**config.mk**
```make
export PLATFORM = sky130hd
export DESIGN_NAME = mempool_ipu_arbiter
export DESIGN_NICKNAME = d
export VERILOG_FILES = /design/src/rtl/mempool_ipu_arbiter_pkg.sv /design/src/rtl/mempool_ipu_arbiter_rr_lock.sv /design/src/rtl/mempool_ipu_arbiter.sv
export SDC_FILE = /design/constraint.sdc
export NUM_CORES = 1
export LEC_CHECK = 0
export ABC_CLOCK_PERIOD_IN_PS = 2500
export CAP_MARGIN = 30
export CORE_AREA = 2 2 411 413
export DETAILED_ROUTE_END_ITERATION = 6
export DIE_AREA = 0 0 413 415
export SYNTH_ARGS = -nofsm -noshare
export SYNTH_HDL_FRONTEND = slang
export SYNTH_SLANG_ARGS = --single-unit
```
**constraint.sdc**
```tcl
create_clock -name clk_i -period 2.5 [get_ports clk_i]
set_input_delay 0.5 -clock clk_i [delete_from_list [all_inputs] [get_ports clk_i]]
set_output_delay 0.5 -clock clk_i [all_outputs]
set_load 0.1 [all_outputs]
```
**src/rtl/mempool_ipu_arbiter_pkg.sv**
```systemverilog
// ---------------------------------------------------------------------------
// mempool_ipu_arbiter_pkg
//
// Shared definitions for the tile-level IPU sharing logic.
//   IpuShareFactor      : number of cores sharing one IPU instance
//   DefaultIdWidth      : width of a core's accelerator id
//   IpuIdWidthDefault   : widened id seen by the shared IPU (tag + core id)
//   acc_ipu_req_t       : offload request carrying the widened id
//   acc_ipu_resp_t      : offload response carrying the widened id
//   idx_width()         : requester-tag width for a given requester count
// ---------------------------------------------------------------------------
package mempool_ipu_arbiter_pkg;

    localparam int unsigned IpuShareFactor = 4;
    localparam int unsigned DefaultIdWidth = 5;

    // A single requester still carries one (constant-zero) tag bit so the
    // IPU id layout does not change shape with the share factor.
    function automatic int unsigned idx_width(input int unsigned n);
        return (n > 1) ? $clog2(n) : 1;
    endfunction

    localparam int unsigned IpuIdWidthDefault = DefaultIdWidth + idx_width(IpuShareFactor);

    typedef struct packed {
        logic [31:0]                  addr;
        logic [IpuIdWidthDefault-1:0] id;
        logic [31:0]                  data_op;
        logic [31:0]                  data_arga;
        logic [31:0]                  data_argb;
        logic [31:0]                  data_argc;
    } acc_ipu_req_t;

    typedef struct packed {
        logic [IpuIdWidthDefault-1:0] id;
        logic [31:0]                  data;
        logic                         error;
    } acc_ipu_resp_t;

endpackage

```
**src/rtl/mempool_ipu_arbiter_rr_lock.sv**
```systemverilog
// ---------------------------------------------------------------------------
// mempool_ipu_arbiter_rr_lock
//
// Round-robin arbiter with a grant lock. Once a grant is presented and not
// accepted, it is frozen until the handshake so the downstream sees stable
// valid and data.
//
// Ports:
//   clk_i, rst_ni : clock, asynchronous active-low reset
//   req_i         : per-input request (already qualified by the caller)
//   ready_i       : downstream ready
//   valid_o       : downstream valid (any request, or a held lock)
//   gnt_o         : one-hot grant, zero when valid_o is low
//   idx_o         : binary grant index, 0 when nothing is granted
// ---------------------------------------------------------------------------
module mempool_ipu_arbiter_rr_lock #(
    parameter  int unsigned NumIn    = 4,
    localparam int unsigned IdxWidth = (NumIn > 1) ? $clog2(NumIn) : 1
) (
    input  logic                clk_i,
    input  logic                rst_ni,
    input  logic [NumIn-1:0]    req_i,
    input  logic                ready_i,
    output logic                valid_o,
    output logic [NumIn-1:0]    gnt_o,
    output logic [IdxWidth-1:0] idx_o
);

    logic [IdxWidth-1:0] rr_q;
    logic                lock_q;
    logic [IdxWidth-1:0] lidx_q;

    logic                scan_found;
    logic [IdxWidth-1:0] scan_idx;

    // Two passes give the wrap-around scan: first indices at or above the
    // pointer, then the ones below it.
    always_comb begin
        scan_found = 1'b0;
        scan_idx   = '0;
        for (int unsigned i = 0; i < NumIn; i++) begin
            if (!scan_found && req_i[i] && (IdxWidth'(i) >= rr_q)) begin
                scan_found = 1'b1;
                scan_idx   = IdxWidth'(i);
            end
        end
        for (int unsigned i = 0; i < NumIn; i++) begin
            if (!scan_found && req_i[i]) begin
                scan_found = 1'b1;
                scan_idx   = IdxWidth'(i);
            end
        end
    end

    assign valid_o = lock_q | scan_found;
    assign idx_o   = lock_q ? lidx_q : scan_idx;

    for (genvar gi = 0; gi < NumIn; gi++) begin : g_gnt
        assign gnt_o[gi] = valid_o && (idx_o == IdxWidth'(gi));
    end

    always_ff @(posedge clk_i or negedge rst_ni) begin
        if (!rst_ni) begin
            rr_q   <= '0;
            lock_q <= 1'b0;
            lidx_q <= '0;
        end else if (valid_o && ready_i) begin
            lock_q <= 1'b0;
            rr_q   <= (idx_o == IdxWidth'(NumIn - 1)) ? '0 : idx_o + IdxWidth'(1);
        end else if (valid_o) begin
            lock_q <= 1'b1;
            lidx_q <= idx_o;
        end
    end

endmodule

```
**src/rtl/mempool_ipu_arbiter.sv**
```systemverilog
// ---------------------------------------------------------------------------
// mempool_ipu_arbiter
//
// Shares one snitch_ipu between NumCores cores. Requests are round-robin
// arbitrated with a lock; the grant index is prepended to the core's acc id
// and used on the way back to steer the response. Per-core credit counters
// cap the offloads each core may have in flight. Zero-latency datapath.
//
// Ports:
//   clk_i, rst_ni          : clock, asynchronous active-low reset
//   core_q*_i / core_qready_o : per-core request channel
//   core_p*_o / core_pready_i : per-core response channel (data/id/error
//                               broadcast, valid one-hot)
//   acc_q*_o / acc_qready_i   : muxed request to the IPU (id widened by tag)
//   acc_p*_i / acc_pready_o   : IPU response channel
// ---------------------------------------------------------------------------
module mempool_ipu_arbiter
    import mempool_ipu_arbiter_pkg::*;
#(
    parameter  int unsigned NumCores       = IpuShareFactor,
    parameter  int unsigned IdWidth        = DefaultIdWidth,
    parameter  int unsigned MaxOutstanding = 2,
    localparam int unsigned IdxWidth       = idx_width(NumCores),
    localparam int unsigned IpuIdWidth     = IdWidth + IdxWidth
) (
    input  logic                               clk_i,
    input  logic                               rst_ni,
    // core request side
    input  logic [NumCores-1:0][31:0]          core_qaddr_i,
    input  logic [NumCores-1:0][IdWidth-1:0]   core_qid_i,
    input  logic [NumCores-1:0][31:0]          core_qdata_op_i,
    input  logic [NumCores-1:0][31:0]          core_qdata_arga_i,
    input  logic [NumCores-1:0][31:0]          core_qdata_argb_i,
    input  logic [NumCores-1:0][31:0]          core_qdata_argc_i,
    input  logic [NumCores-1:0]                core_qvalid_i,
    output logic [NumCores-1:0]                core_qready_o,
    // core response side
    output logic [NumCores-1:0][31:0]          core_pdata_o,
    output logic [NumCores-1:0][IdWidth-1:0]   core_pid_o,
    output logic [NumCores-1:0]                core_perror_o,
    output logic [NumCores-1:0]                core_pvalid_o,
    input  logic [NumCores-1:0]                core_pready_i,
    // IPU request side
    output logic [31:0]                        acc_qaddr_o,
    output logic [IpuIdWidth-1:0]              acc_qid_o,
    output logic [31:0]                        acc_qdata_op_o,
    output logic [31:0]                        acc_qdata_arga_o,
    output logic [31:0]                        acc_qdata_argb_o,
    output logic [31:0]                        acc_qdata_argc_o,
    output logic                               acc_qvalid_o,
    input  logic                               acc_qready_i,
    // IPU response side
    input  logic [31:0]                        acc_pdata_i,
    input  logic [IpuIdWidth-1:0]              acc_pid_i,
    input  logic                               acc_perror_i,
    input  logic                               acc_pvalid_i,
    output logic                               acc_pready_o
);

    localparam int unsigned        CntWidth = $clog2(MaxOutstanding + 1);
    localparam logic [CntWidth-1:0] CntMax  = CntWidth'(MaxOutstanding);

    logic [NumCores-1:0] eligible;
    logic [NumCores-1:0] gnt;
    logic [NumCores-1:0] req_hs;
    logic [NumCores-1:0] rsp_hs;
    logic [IdxWidth-1:0] gnt_idx;
    logic [IdxWidth-1:0] rsp_idx;
    logic                rsp_in_range;
    logic [CntWidth-1:0] cnt_q [NumCores];

    // Eligibility looks only at the registered count: a credit returned in
    // the same cycle cannot unblock a saturated core until the next cycle.
    for (genvar gi = 0; gi < NumCores; gi++) begin : g_elig
        assign eligible[gi] = core_qvalid_i[gi] && (cnt_q[gi] < CntMax);
    end

    mempool_ipu_arbiter_rr_lock #(
        .NumIn (NumCores)
    ) i_rr_lock (
        .clk_i   (clk_i),
        .rst_ni  (rst_ni),
        .req_i   (eligible),
        .ready_i (acc_qready_i),
        .valid_o (acc_qvalid_o),
        .gnt_o   (gnt),
        .idx_o   (gnt_idx)
    );

    // ---------------- request path ----------------
    assign core_qready_o    = gnt & {NumCores{acc_qready_i}};
    assign req_hs           = core_qready_o;
    assign acc_qaddr_o      = core_qaddr_i[gnt_idx];
    assign acc_qid_o        = {gnt_idx, core_qid_i[gnt_idx]};
    assign acc_qdata_op_o   = core_qdata_op_i[gnt_idx];
    assign acc_qdata_arga_o = core_qdata_arga_i[gnt_idx];
    assign acc_qdata_argb_o = core_qdata_argb_i[gnt_idx];
    assign acc_qdata_argc_o = core_qdata_argc_i[gnt_idx];

    // ---------------- response path ----------------
    assign rsp_idx      = acc_pid_i[IpuIdWidth-1 -: IdxWidth];
    assign rsp_in_range = (32'(rsp_idx) < NumCores);

    for (genvar gi = 0; gi < NumCores; gi++) begin : g_rsp
        assign core_pdata_o[gi]  = acc_pdata_i;
        assign core_pid_o[gi]    = acc_pid_i[IdWidth-1:0];
        assign core_perror_o[gi] = acc_perror_i;
        assign core_pvalid_o[gi] = acc_pvalid_i && (rsp_idx == IdxWidth'(gi));
        assign rsp_hs[gi]        = core_pvalid_o[gi] && core_pready_i[gi];
    end

    // A tag that names no core matches nothing here, so the response is
    // accepted and silently dropped rather than stalling the IPU.
    always_comb begin
        acc_pready_o = 1'b1;
        for (int unsigned i = 0; i < NumCores; i++) begin
            if (rsp_idx == IdxWidth'(i)) begin
                acc_pready_o = core_pready_i[i];
            end
        end
    end

    // ---------------- credit counters ----------------
    for (genvar gi = 0; gi < NumCores; gi++) begin : g_cnt
        always_ff @(posedge clk_i or negedge rst_ni) begin
            if (!rst_ni) begin
                cnt_q[gi] <= '0;
            end else if (req_hs[gi] && !rsp_hs[gi]) begin
                cnt_q[gi] <= cnt_q[gi] + CntWidth'(1);
            end else if (rsp_hs[gi] && !req_hs[gi]) begin
                cnt_q[gi] <= cnt_q[gi] - CntWidth'(1);
            end
        end

`ifndef SYNTHESIS
        a_no_underflow : assert property (@(posedge clk_i) disable iff (!rst_ni)
            !(rsp_hs[gi] && !req_hs[gi] && (cnt_q[gi] == '0)));
        a_no_overflow : assert property (@(posedge clk_i) disable iff (!rst_ni)
            !(req_hs[gi] && !rsp_hs[gi] && (cnt_q[gi] == CntMax)));
`endif
    end

`ifndef SYNTHESIS
    a_rsp_tag_in_range : assert property (@(posedge clk_i) disable iff (!rst_ni)
        acc_pvalid_i |-> rsp_in_range);
`endif

endmodule

```
# After elaboration in Yosys (flattened, before gate mapping)
# Index checks and enable logic that the tools add are counted.
# classes
add_sub_neg	9
n_mul	0
div	0
order_cmp	9
eq_ne	6
n_shift	0
mux	43
bitwise	3
reduce_logical	59
# op_table
op	n
32-bit binary-select mux with 2-bit select	5
32-bit 2-to-1 mux	5
1-bit logical AND	36
2-bit 2-to-1 mux	16
1-bit logical NOT	15
1-bit 2-to-1 mux	15
2-bit by 1-bit adder with 2-bit output, second input constant	5
5-bit binary-select mux with 2-bit select	1
2-bit nonzero test	5
2-bit == test, second input constant	4
2-bit less-than comparator, second input constant	4
2-bit by 1-bit subtractor with 2-bit output, second input constant	4
5-bit 2-to-1 mux	1
4-bit bitwise AND	1
2-bit by 1-bit == test with 1-bit output, second input constant	2
1-bit by 2-bit greater-or-equal comparator with 1-bit output, first input constant	2
2-bit greater-or-equal comparator, first input constant	2
2-bit logical NOT	2
2-bit by 3-bit less-than comparator with 1-bit output, second input constant	1
2-bit AND reduction	1
1-bit NOT	1
1-bit OR	1
# word_totals
reg_bits	13
latch_bits	0
ram_bits	0
mem_bits_ro	0
input_bits	712
output_inout_bits	329
n_memories	0

# Longest topological paths before layout
# logic_depth
depth_word	36
mapped_depth	14
depth_no_buf	11

# Modules after synthesis
# From an unflattened synthesis, not the netlist that was laid out.
# hier_totals
cells_unflattened	444
area_unflattened_um2	6169.7
# by_module_without_submodules
mod	n_inst	cells_per_inst	area_each_um2	seq_area_each_um2
mempool_ipu_arbiter	1	400	5761.8	200.2
mempool_ipu_arbiter_rr_lock	1	44	407.9	125.1

# Worst setup path after synthesis
# No wires, ideal clock.
# synth_path
path_type	input to register
start	in core_qvalid_i[0]
end	reg cnt_q[1] in the netlist's numbering
t_arrival_ps	5649
slack_ps	-3275
stages	13
path_buffers	3
path_cell_list	nor2b_1 -> nor3b_1 -> buf_2 -> buf_2 -> buf_2 -> nor2_1 -> o31ai_1 -> ha_1 -> and3_1 -> ha_1 -> xor2_1 -> nor2_1 -> xor2_1
# synth_via
elab_chain_len	34
elab_cells_between_ends	44
cone_classes	eq/ne (1); mux (17); bitwise (2); reduce/logical (24)
# synth_lines
item	line	text
from (decl)	mempool_ipu_arbiter.sv:35	input logic [NumCores-1:0] core_qvalid_i,
1-bit logical AND *	mempool_ipu_arbiter.sv:75	assign eligible[gi] = core_qvalid_i[gi] && (cnt_q[gi] < CntMax);
1-bit logical AND	mempool_ipu_arbiter_rr_lock.sv:42	if (!scan_found && req_i[i] && (IdxWidth'(i) >= rr_q)) begin
1-bit 2-to-1 mux	mempool_ipu_arbiter_rr_lock.sv:42	
1-bit logical NOT	mempool_ipu_arbiter_rr_lock.sv:42	
1-bit logical AND (2 in series)	mempool_ipu_arbiter_rr_lock.sv:42	
1-bit 2-to-1 mux	mempool_ipu_arbiter_rr_lock.sv:42	
1-bit logical NOT	mempool_ipu_arbiter_rr_lock.sv:42	
1-bit logical AND (2 in series)	mempool_ipu_arbiter_rr_lock.sv:42	
[... 18 more ...]	--	
via acc_qid_o[6]	mempool_ipu_arbiter.sv:45	output logic [IpuIdWidth-1:0] acc_qid_o,
2-bit == test *	mempool_ipu_arbiter_rr_lock.sv:59	assign gnt_o[gi] = valid_o && (idx_o == IdxWidth'(gi));
1-bit logical AND *	mempool_ipu_arbiter_rr_lock.sv:59	
4-bit bitwise AND *	mempool_ipu_arbiter.sv:91	assign core_qready_o = gnt & {NumCores{acc_qready_i}};
via core_qready_o[3]	mempool_ipu_arbiter.sv:36	output logic [NumCores-1:0] core_qready_o,
1-bit logical NOT	mempool_ipu_arbiter.sv:130	end else if (rsp_hs[gi] && !req_hs[gi]) begin
1-bit logical AND	mempool_ipu_arbiter.sv:130	
2-bit nonzero test (no line)	--	
to (signal, indexed assignment)	mempool_ipu_arbiter.sv:129	cnt_q[gi] <= cnt_q[gi] + CntWidth'(1);
to (signal, indexed assignment)	mempool_ipu_arbiter.sv:131	cnt_q[gi] <= cnt_q[gi] - CntWidth'(1);
to (decl)	mempool_ipu_arbiter.sv:70	logic [CntWidth-1:0] cnt_q [NumCores];
# The timed path passes the listed nets; every way through them passes the cells marked *.
# A chain may end at the register's enable or synchronous reset.

# Worst setup path after layout
# layout_path
start	reg i_rr_lock.rr_q[1]
end	out acc_qdata_arga_o[6]
# layout_via
elab_chain_len	30
elab_cells_between_ends	39
cone_classes	order compare (4); mux (17); reduce/logical (18)
# layout_lines
item	line	text
from (decl)	mempool_ipu_arbiter_rr_lock.sv:29	logic [IdxWidth-1:0] rr_q;
from (signal assigned)	mempool_ipu_arbiter_rr_lock.sv:69	rr_q <= (idx_o == IdxWidth'(NumIn - 1)) ? '0 : idx_o + IdxWidth'(1);
1-bit by 2-bit greater-or-equal comparator with 1-bit output	mempool_ipu_arbiter_rr_lock.sv:42	
1-bit logical AND	mempool_ipu_arbiter_rr_lock.sv:42	
1-bit 2-to-1 mux	mempool_ipu_arbiter_rr_lock.sv:42	
1-bit logical NOT	mempool_ipu_arbiter_rr_lock.sv:42	
1-bit logical AND (2 in series)	mempool_ipu_arbiter_rr_lock.sv:42	
1-bit 2-to-1 mux	mempool_ipu_arbiter_rr_lock.sv:42	
1-bit logical NOT	mempool_ipu_arbiter_rr_lock.sv:42	
1-bit logical AND (2 in series)	mempool_ipu_arbiter_rr_lock.sv:42	
[... 12 more ...]	--	
1-bit logical AND	mempool_ipu_arbiter_rr_lock.sv:48	if (!scan_found && req_i[i]) begin
1-bit 2-to-1 mux	mempool_ipu_arbiter_rr_lock.sv:48	
1-bit logical NOT	mempool_ipu_arbiter_rr_lock.sv:48	
1-bit logical AND	mempool_ipu_arbiter_rr_lock.sv:48	
2-bit 2-to-1 mux *	mempool_ipu_arbiter_rr_lock.sv:48	
2-bit 2-to-1 mux *	mempool_ipu_arbiter_rr_lock.sv:56	assign idx_o = lock_q ? lidx_q : scan_idx;
32-bit binary-select mux with 2-bit select *	mempool_ipu_arbiter.sv:96	assign acc_qdata_arga_o = core_qdata_arga_i[gnt_idx];
32-bit 2-to-1 mux (not written as such) *	mempool_ipu_arbiter.sv:96	
to (decl)	mempool_ipu_arbiter.sv:47	output logic [31:0] acc_qdata_arga_o,
# Every way passes the cells marked *; elsewhere a longest branch is shown, timed or not. The select of a mux whose other input is x is not followed.

==> results.txt <==
* Violations in the final reports: negative setup slack
* Signed area change from the synthesized netlist to the final layout: 101%
- Walking the worst path, the cells encountered are or4b_4, and2_4, buf_12, buf_8, o21ai_0, a211oi_2, mux2i_1, buf_4, buf_12.
- The total overflow left after global routing is 0.
- Entering global routing, the biggest net connects 72 pins.
* Core utilization of the finished layout: 24.7%
- Type of destination of the critical path: output pin
- Initial antenna violation count: 47
* FF-to-FF setup slack: -0.45 ns
* Via count: 28223
- Final Critical Period: 3.32 ns
* Arithmetic-cell share of the synthesized area counting full adders, half adders and majority gates: 0.488%
- Fraction of final layout cells with drive strength greater than 1: 38.8%
- CTS tree: yes
* Type of the worst setup path: flip-flop to output pin
- Number of nets at the end of the flow: 4701
* Total number of yosys warnings: 0
- After Yosys synthesis, XOR and XNOR cells account for 0.513% of the synthesized area.
* Setup repair after global routing missed its margin: true
* Hold violation count in the final report: 0
- Total number of placement rows: 150
* Top cells by area in the synthesized netlist: sky130_fd_sc_hd__mux2_2 18%, sky130_fd_sc_hd__nor3b_1 12%, sky130_fd_sc_hd__a211oi_1 12%
- The routed design has 137 mm of wire.
- The congestion estimate from routability-driven global placement came to 0.963.
- In the synthesized netlist, mux cells make up 26.5% of the area.
- Together, buffers and inverters on the worst path number 4.
- Wirelength per Cell: 22.0 um
- For this configuration, the core starts out at a cell density of 12.3%.
* Cell repeated most along the worst path: sky130_fd_sc_hd__buf_12
* HP Class: flip-flop to flip-flop
* Vias per inst: 4.54
- Summing the areas of all compound-gate instances in the mapped netlist gives 20.4% of the synthesized area.
* Period Utilization, post-route: 133%
- 1041 I/O pins were placed.
- CP delay by family, top: simple AND/OR/NAND/NOR gates
- Sequential cell area fraction in the yosys report: 1.59%
- Critical Path AT: 2.82 ns
- Summing the areas of all and, or, nand and nor instances in the mapped netlist gives 37.3% of the synthesized area.
* Main combinational cell family by area after synthesis: simple AND/OR/NAND/NOR gates
* DR pass1 iterations: 5
- Maximum clock frequency: 301 MHz
* Number of buffers inserted during clock tree synthesis: 3
* Core area: 0.167 sq mm
- In this design, the stage delay of the slowest critical-path cell is 0.59 ns.
- Count of clock tree sinks: 13
- The detailed router finished its first iteration with 2351 violations.
* Final worst clock skew: 0.000576 ns
- Critical-path maximum fanout: 40
- PortBufs: 850
- Number of nets still failing antenna checks after routing: 0
- The clock passes through at most 2 buffers.
- By instance count, the leading cell after synthesis is sky130_fd_sc_hd__nand2_1.
- In this run the mean area of a mapped cell was 6.68 sq um.
* CTS Root Cell: sky130_fd_sc_hd__clkbuf_16
- Synthesis handed over a netlist of 3067 instances.
* Worst slack at placement: -1.46 ns
* Summed instance area of the synthesized netlist: 0.0205 sq mm
* Slowest-stage cell, CP: sky130_fd_sc_hd__or4b_4
- Post-synthesis register bit count: 13
- The floorplan step set the die height to 415 um.
* Area fraction of the dominant cell type after synthesis: 18.3%
- The first global-routing pass estimated 191 mm of wire.
- Power spread over the standard cell area amounts to 1560 mW/mm^2.
- Summing all flip-flop and latch instances after layout gives 334 sq um.
* Slew at the pin closest to its max-slew limit: 0.607 ns
- After clock tree synthesis, the flow added hold-fix buffers numbering 0.
- The number of pins exceeding their max-slew limit in the final report was 0.
- Post-detailed-route DRC marker count: 0
* Half-perimeter wire length of the detailed placement result: 97.5 mm
- In the synthesized netlist the async set-or-reset flop fraction comes to 100%.
* Leakage Power: 14.5 nW
- Die area: 0.171 sq mm
- Number of global-route vias before repair: 27706
- Count of flip-flops with a built-in enable after synthesis: 0
- Max-cap violations in this run came to 0.
* Ys flop type: sky130_fd_sc_hd__dfrtp_1
- Clock latency on the worst-skew pair, taken at its later pin, is 0.24 ns.
- Fill cells in the final layout number 17777.
- Largest area contributor in the synthesized netlist: sky130_fd_sc_hd__mux2_2
- The number of nets in the synthesized netlist is 3787.
- After clock tree synthesis, the clock-pin slew on the worst setup and hold paths is 0.04 ns.
- Top cell types by occurrence after synthesis: 341 x sky130_fd_sc_hd__nand2_1, 333 x sky130_fd_sc_hd__mux2_2, 333 x sky130_fd_sc_hd__nand2b_1, 332 x sky130_fd_sc_hd__nor3b_1, 331 x sky130_fd_sc_hd__nor3_1
- CTS built an H-tree with a depth of 1.
- Setup violations remaining at the end of the flow were counted as 180.
- Footprint of the multi-input gates: 0.0210 sq mm
- The worst pin sits at a relative slew slack of 59.4%.
- Required time at the worst-slack endpoint: 2.00 ns
- Across the VDD grid, the largest voltage drop is 1.49 mV.
- Synthesis instantiated 36 different standard cells from the library.
- The flow ran to the end, but the final reports show violations.
* Total global-route track usage: 14.7%
- Worst Slack Setup Final: -0.823 ns
- Horizontal die dimension: 413 um
* Type of origin of the critical path: flip-flop
## repair_timing
action | in CTS | in global routing
endpoints found under the setup margin | 181 | 181
buffers inserted | 78 | 15
cloned | 22 | 6
pin swaps | 132 | 71
hold endpoints to repair | 0 | 0
gates resized for setup | 611 | 258
## registers in the layout, indices dropped and copies added (netlist names)
signal and flops:
i_rr_lock.lock_q 1, i_rr_lock.rr_q 2, cnt_q 8, i_rr_lock.lidx_q 2
## stage by stage
stage | instances | setup TNS, ns | hold slack [ns] | instance area [sq um] | power [W]
after floorplan | 3067 | -219.18 | 0.204 | 20800 | 0.0326
after global placement | 6094 | -212.73 | 0.478 | 35600 | 0.0530
after detailed placement | 6094 | -206.49 | 0.480 | 35600 | 0.0533
after CTS | 6183 | -120.73 | 0.490 | 40000 | 0.0626
after global routing | 6212 | -135.09 | 0.498 | 41100 | 0.0666
final | 6218 | -120.56 | 0.487 | 41100 | 0.0644
## worst paths after layout
check,start,endpoint,depth (start not counted)
min in group asynchronous,rst_ni,cnt_q[5],1
worst min register to register,cnt_q[2],cnt_q[2],1
worst max-delay path,i_rr_lock.rr_q[1],acc_qdata_arga_o[6],9
worst max register to register,i_rr_lock.rr_q[1],cnt_q[5],15
max in group asynchronous,rst_ni,i_rr_lock.lock_q,1
worst min-delay path,cnt_q[2],cnt_q[2],1
## report_power, final
part / total [W] / internal (W) / switching, W
Clock: 0.000301 / 0.000215 / 0.0000861
Combinational: 0.0636 / 0.0269 / 0.0367
Sequential: 0.000461 / 0.000325 / 0.000136
Total: 0.0644 / 0.0274 / 0.0370
## logic make-up (layout without fill, tap and decap cells)
logic type | count (synthesis) | in the layout
AO/OA/AOI/OAI | 667 | 667
flip-flops | 13 | 13
other | 0 | 34
AND/OR/NAND/NOR | 1361 | 1361
buffers and inverters | 506 | 1419
XOR/XNOR | 12 | 12
multiplexers | 500 | 500
adder cells (fa/ha/maj) | 8 | 8
## per-layer routing
| layer | GRT usage [%] | up-vias | routed length (um) | share of wire (%) |
|---|---|---|---|---|
| met5 | 0 | - | 56 | 0.041 |
| met4 | 6.66 | 8 | 6120 | 4.5 |
| met3 | 1.98 | 319 | 9130 | 6.7 |
| li1 | - | 12893 | - | - |
| met1 | 18.8 | 13716 | 56400 | 41 |
| met2 | 24.5 | 1287 | 64800 | 47 |
## layout by cell type, fill, tap and decap left out, types with 7 or more instances in the layout
master,instances
sky130_fd_sc_hd__nor3b_4,17
sky130_fd_sc_hd__diode_2,34
sky130_fd_sc_hd__mux2i_1,31
sky130_fd_sc_hd__a211oi_1,97
sky130_fd_sc_hd__mux2_2,333
sky130_fd_sc_hd__buf_4,343
sky130_fd_sc_hd__buf_6,56
sky130_fd_sc_hd__nand2b_1,331
sky130_fd_sc_hd__nor3b_2,34
sky130_fd_sc_hd__ha_4,7
sky130_fd_sc_hd__a211oi_4,25
sky130_fd_sc_hd__xor2_1,8
sky130_fd_sc_hd__dfrtp_1,10
sky130_fd_sc_hd__clkdlybuf4s50_1,669
sky130_fd_sc_hd__nor3b_1,281
sky130_fd_sc_hd__o21ai_2,8
sky130_fd_sc_hd__buf_8,35
sky130_fd_sc_hd__o21ai_1,45
sky130_fd_sc_hd__mux2i_2,19
sky130_fd_sc_hd__buf_16,31
sky130_fd_sc_hd__buf_12,257
sky130_fd_sc_hd__o21ai_0,277
sky130_fd_sc_hd__a211oi_2,208
sky130_fd_sc_hd__mux2i_4,116
sky130_fd_sc_hd__nand2_1,341
sky130_fd_sc_hd__nor3_1,325
sky130_fd_sc_hd__clkbuf_16,16
sky130_fd_sc_hd__nor2_1,7
## final cells by class
class | instances | share of cell area [%]
multi-input cells | 2548 | 51.0
repair buffers | 1411 | 41.0
well taps | 2204 | 6.70
flip-flops and latches | 13 | 0.812
diodes | 34 | 0.207
clock buffers | 4 | 0.192
inverters | 4 | 0.0456
Note: power is estimated with default switching activity, not from simulation.
